## src/rtl/stage_pipe_reg_pkg.sv

```systemverilog
// Shared pipeline definitions: stage state encoding, zero constants and occupancy decode.
package stage_pipe_reg_pkg;

  // Encodings double as the entry count held in each state.
  typedef enum logic [1:0] {
    StEmpty = 2'd0,
    StFull1 = 2'd1,
    StFull2 = 2'd2
  } pipe_state_e;

  localparam int unsigned MaxW = 256;
  localparam logic [MaxW-1:0] ZeroWord = '0;

  function automatic logic [1:0] state_occupancy(input pipe_state_e s);
    logic [1:0] occ;
    occ = 2'd0;
    unique case (s)
      StEmpty: occ = 2'd0;
      StFull1: occ = 2'd1;
      StFull2: occ = 2'd2;
      default: occ = 2'd0;
    endcase
    return occ;
  endfunction

endpackage

```

## src/rtl/stage_pipe_reg.sv

```systemverilog
// Valid/ready pipeline stage register with flush. Define STAGE_PIPE_SKID_EN to add a skid
// entry that makes in_ready a registered signal independent of out_ready.
module stage_pipe_reg
  import stage_pipe_reg_pkg::*;
#(
  parameter int unsigned DATA_W = 32,
  parameter int unsigned TAG_W  = 32
) (
  input  logic              clk,
  input  logic              rst,
  input  logic              flush,
  input  logic              in_valid,
  output logic              in_ready,
  input  logic [DATA_W-1:0] in_data,
  input  logic [TAG_W-1:0]  in_tag,
  output logic              out_valid,
  input  logic              out_ready,
  output logic [DATA_W-1:0] out_data,
  output logic [TAG_W-1:0]  out_tag,
  output logic [1:0]        occupancy
);

  if (DATA_W < 1 || DATA_W > MaxW) begin : g_bad_data_w
    $error("stage_pipe_reg: DATA_W must be in 1..256");
  end
  if (TAG_W < 1 || TAG_W > MaxW) begin : g_bad_tag_w
    $error("stage_pipe_reg: TAG_W must be in 1..256");
  end

  pipe_state_e       state_q;
  logic [DATA_W-1:0] main_data_q;
  logic [TAG_W-1:0]  main_tag_q;
  logic              in_fire;
  logic              out_fire;

  assign out_valid = (state_q != StEmpty);
  assign in_fire   = in_valid && in_ready;
  assign out_fire  = out_valid && out_ready;
  assign occupancy = state_occupancy(state_q);

  // Main is zeroed on every path to empty; the mux keeps outputs clean regardless.
  assign out_data = out_valid ? main_data_q : ZeroWord[DATA_W-1:0];
  assign out_tag  = out_valid ? main_tag_q  : ZeroWord[TAG_W-1:0];

`ifdef STAGE_PIPE_SKID_EN

  logic [DATA_W-1:0] skid_data_q;
  logic [TAG_W-1:0]  skid_tag_q;
  logic              ready_q;

  // ready_q tracks (next state != FULL2); only rst gates it combinationally.
  assign in_ready = ready_q && !rst;

  always_ff @(posedge clk) begin
    if (rst || flush) begin
      state_q     <= StEmpty;
      main_data_q <= ZeroWord[DATA_W-1:0];
      main_tag_q  <= ZeroWord[TAG_W-1:0];
      skid_data_q <= ZeroWord[DATA_W-1:0];
      skid_tag_q  <= ZeroWord[TAG_W-1:0];
      ready_q     <= 1'b1;
    end else begin
      unique case (state_q)
        StEmpty: begin
          if (in_fire) begin
            state_q     <= StFull1;
            main_data_q <= in_data;
            main_tag_q  <= in_tag;
          end
        end
        StFull1: begin
          if (in_fire && out_fire) begin
            main_data_q <= in_data;
            main_tag_q  <= in_tag;
          end else if (out_fire) begin
            state_q     <= StEmpty;
            main_data_q <= ZeroWord[DATA_W-1:0];
            main_tag_q  <= ZeroWord[TAG_W-1:0];
          end else if (in_fire) begin
            state_q     <= StFull2;
            skid_data_q <= in_data;
            skid_tag_q  <= in_tag;
            ready_q     <= 1'b0;
          end
        end
        StFull2: begin
          if (out_fire) begin
            state_q     <= StFull1;
            main_data_q <= skid_data_q;
            main_tag_q  <= skid_tag_q;
            skid_data_q <= ZeroWord[DATA_W-1:0];
            skid_tag_q  <= ZeroWord[TAG_W-1:0];
            ready_q     <= 1'b1;
          end
        end
        default: begin
          state_q     <= StEmpty;
          main_data_q <= ZeroWord[DATA_W-1:0];
          main_tag_q  <= ZeroWord[TAG_W-1:0];
          skid_data_q <= ZeroWord[DATA_W-1:0];
          skid_tag_q  <= ZeroWord[TAG_W-1:0];
          ready_q     <= 1'b1;
        end
      endcase
    end
  end

`else

  // Without a skid slot an entry can only enter when main is free or draining.
  assign in_ready = !rst && (!out_valid || out_ready);

  always_ff @(posedge clk) begin
    if (rst || flush) begin
      state_q     <= StEmpty;
      main_data_q <= ZeroWord[DATA_W-1:0];
      main_tag_q  <= ZeroWord[TAG_W-1:0];
    end else begin
      unique case (state_q)
        StEmpty: begin
          if (in_fire) begin
            state_q     <= StFull1;
            main_data_q <= in_data;
            main_tag_q  <= in_tag;
          end
        end
        StFull1: begin
          if (in_fire && out_fire) begin
            main_data_q <= in_data;
            main_tag_q  <= in_tag;
          end else if (out_fire) begin
            state_q     <= StEmpty;
            main_data_q <= ZeroWord[DATA_W-1:0];
            main_tag_q  <= ZeroWord[TAG_W-1:0];
          end
        end
        default: begin
          state_q     <= StEmpty;
          main_data_q <= ZeroWord[DATA_W-1:0];
          main_tag_q  <= ZeroWord[TAG_W-1:0];
        end
      endcase
    end
  end

`endif

endmodule

```

## config.mk

```make
export PLATFORM = sky130hd
export DESIGN_NAME = stage_pipe_reg
export DESIGN_NICKNAME = d
export VERILOG_FILES = /design/src/rtl/stage_pipe_reg_pkg.sv /design/src/rtl/stage_pipe_reg.sv
export SDC_FILE = /design/constraint.sdc
export NUM_CORES = 1
export LEC_CHECK = 0
export ABC_AREA = 0
export CAP_MARGIN = 20
export CORE_AREA = 2 2 84 86
export CTS_CLUSTER_DIAMETER = 80
export DETAILED_ROUTE_END_ITERATION = 8
export DIE_AREA = 0 0 86 88
export PLACE_DENSITY = 0.78
export SLEW_MARGIN = 40
export SYNTH_ARGS = -nofsm -noshare
export SYNTH_HDL_FRONTEND = slang
export SYNTH_SLANG_ARGS = --single-unit
```

## constraint.sdc

```tcl
create_clock -name clk -period 3.7 [get_ports clk]
set_clock_uncertainty 0.1 [all_clocks]
set_input_delay 0.74 -clock clk [delete_from_list [all_inputs] [get_ports clk]]
set_output_delay 0.74 -clock clk [all_outputs]
set_load 0.02 [all_outputs]
```

==> metrics.txt <==
post-detailed-route count of antenna-violating nets=0; # hold bufs at CTS=0; clock sink count=65; GRT Util Overall=between 15 and 20%; Fin Setup TNS=0 ps; xor/xnor cell area share of the yosys netlist=0%; DRC=0; Die Height=88 µm; Pleak=around 1.6 nW; routed vias/inst=between 4 and 5; Avg Inst Size Synth=11.2 µm²; WL met3=~470 µm; worst min-delay path class=reg -> reg; Area Growth Syn to Fin=61.2%; setup repair bufs after CTS=0; Die X=86 µm; flops & latches, synth=between 60 and 70; clock latency on the worst-skew pair=320 ps; Worst setup SP type=flip-flop; Area after DPL=3820 µm²; Netlist Area Pre-Place=approximately 2500 µm²; Final Hold Fails=0; clk root buf=clkbuf_8; worst slew pin tran=around 620 ps; Synth Area in Simple Gates=about 17%; post-synthesis cell type count=11; maxcap violations=0; WL/cell=roughly 14 µm; Top Layer Used=met4; warnings from Yosys=0; Slew headroom=58.5%; Max FO, Critical Path=between 40 and 50; Synthesized Nets=293; RSZ-0062 raised after global routing=false; Initial DRT Pass Iterations=4; status=complete, no violations; Initial Util=~38%; Post-DP HPWL=roughly 4200 µm; Adder-Cell Fraction of Synth Area=0%; Pwr Density=384 nW/µm²; vias post-DR=between 2k and 2.5k; Mapped Cells=between 200 and 250; CTS tree=done; GR Overflow Total=0; diode count=0; Final Cycle Share=approximately four fifths; Inserted Clock Buffers=9; Pins Over Slew Limit=0; number of global-route vias before repair=2008; gpl congestion=0.697; Final Setup Violations=0; CP Data Required Time=2860 ps; CP Capture Type=primary output; num ports=137; fin area=4050 µm²; crit path time final=2920 ps; layout cell share with drive strength beyond 1=6.48%; initial antenna violation count=0; mux contribution to synthesized area=0%; peak supply drop=0.174 mV; first-pass GRT wire length=slightly below 10000 µm; Worst-path clk slew=60 ps; largest net degree at the start of global routing=45; Metal-1 WL=2740 µm; Total Wirelength=6100 µm; Clock Path Buffers=2; Die Footprint=7570 µm²; routed length on met2=2760 µm; complex-gate fraction of the synthesized area=around 23%; number of nets in the layout=419; DRT iter0 DRCs=74; H-tree Lvls=3; PortBufs=~140; R2R setup slack=1720 ps; Row Count=30; combinational family with the most area after synthesis=compound AO/OA/AOI/OAI gates; WP data arrival=roughly 2100 ps; critical path type=reg -> out; register area share after synthesis=51.8%; # resized after CTS=0; core area=~6600 µm²; fmax=342 MHz
==> placed cells by master, fill, tap and decap left out <==
master and count:
clkinv_2 2, and2_1 64, o21a_2 1, a22o_1 64, clkinvlp_4 1, clkbuf_8 11
buf_4 1, and3b_2 1, conb_1 1, clkdlybuf4s50_1 135, nor2b_4 1, bufinv_16 2
dfxtp_2 1, o21a_1 1, buf_12 2, dfxtp_1 64, nor2_1 3
==> through the flow <==
stage | power [W] | hold slack (ps) | setup WS (ps) | cells | utilization, %
global placement | 0.000899 | 352 | 881 | 419 | 57.5
finish | 0.00155 | 369 | 779 | 435 | 60.9
global route | 0.00162 | 393 | 632 | 435 | 60.9
detailed placement | 0.000902 | 356 | 863 | 419 | 57.5
floorplan | 0.000812 | 340 | 1660 | 224 | -
CTS | 0.00158 | 376 | 713 | 435 | 60.9
==> flip-flops by register name, summed over array words and instances (netlist names) <==
| register | count |
|---|---|
| main_data_q | 32 |
| main_tag_q | 32 |
| state_q | 1 |
==> power by group <==
| part | internal (W) | total (W) | leakage [nW] | switching [W] |
|---|---|---|---|---|
| registers | 0.000723 | 0.000736 | 0.530 | 0.0000127 |
| logic | 0.0000966 | 0.000149 | 0.946 | 0.0000523 |
| clock network | 0.000414 | 0.000670 | 0.115 | 0.000256 |
==> path summary, 6_finish.rpt <==
path / startpoint / endpoint / depth (start not counted)
max: state_q[0] / out_tag[21] / 3
min: main_data_q[6] / main_data_q[6] / 1
max reg2reg: state_q[0] / main_data_q[15] / 4
min reg2reg: main_data_q[6] / main_data_q[6] / 1
==> routing by layer <==
metal	vias to the layer above	track usage, %
met1	987	21.1
met3	13	4.71
li1	1036	-
met2	86	24.2
met4	0	8.37
met5	-	0
==> cells by family (layout without fill, tap and decap cells) <==
kind of cell / Yosys count / after routing
simple gates: 69 / 69
flops: 65 / 65
other cells: 1 / 1
compound gates: 66 / 66
buf+inv: 23 / 154
==> final cells by class <==
class,count,area (µm²)
clock buffer,11,151
clock inverter,5,77.6
fill,569,2600
multi-input combinational,136,1020
sequential,65,1300
tap,80,100
timing repair buffer,138,1400
==> worst max-delay path, cell delays in order, from the launching register on <==
cell	delay, ps
dfxtp_2	540
buf_4	390
and2_1	190
clkdlybuf4s50_1	620
==> cells in the mapped netlist <==
master,n,area (µm²)
buf_4,3,22.5
conb_1,1,3.75
buf_6,13,146
a22o_1,64,561
clkbuf_1,7,26.3
o21a_1,2,15.0
nor2b_4,1,13.8
nor2_1,3,11.3
and2_1,64,400
and3b_1,1,8.76
dfxtp_1,65,1300
(Power assumes the default switching activity.)
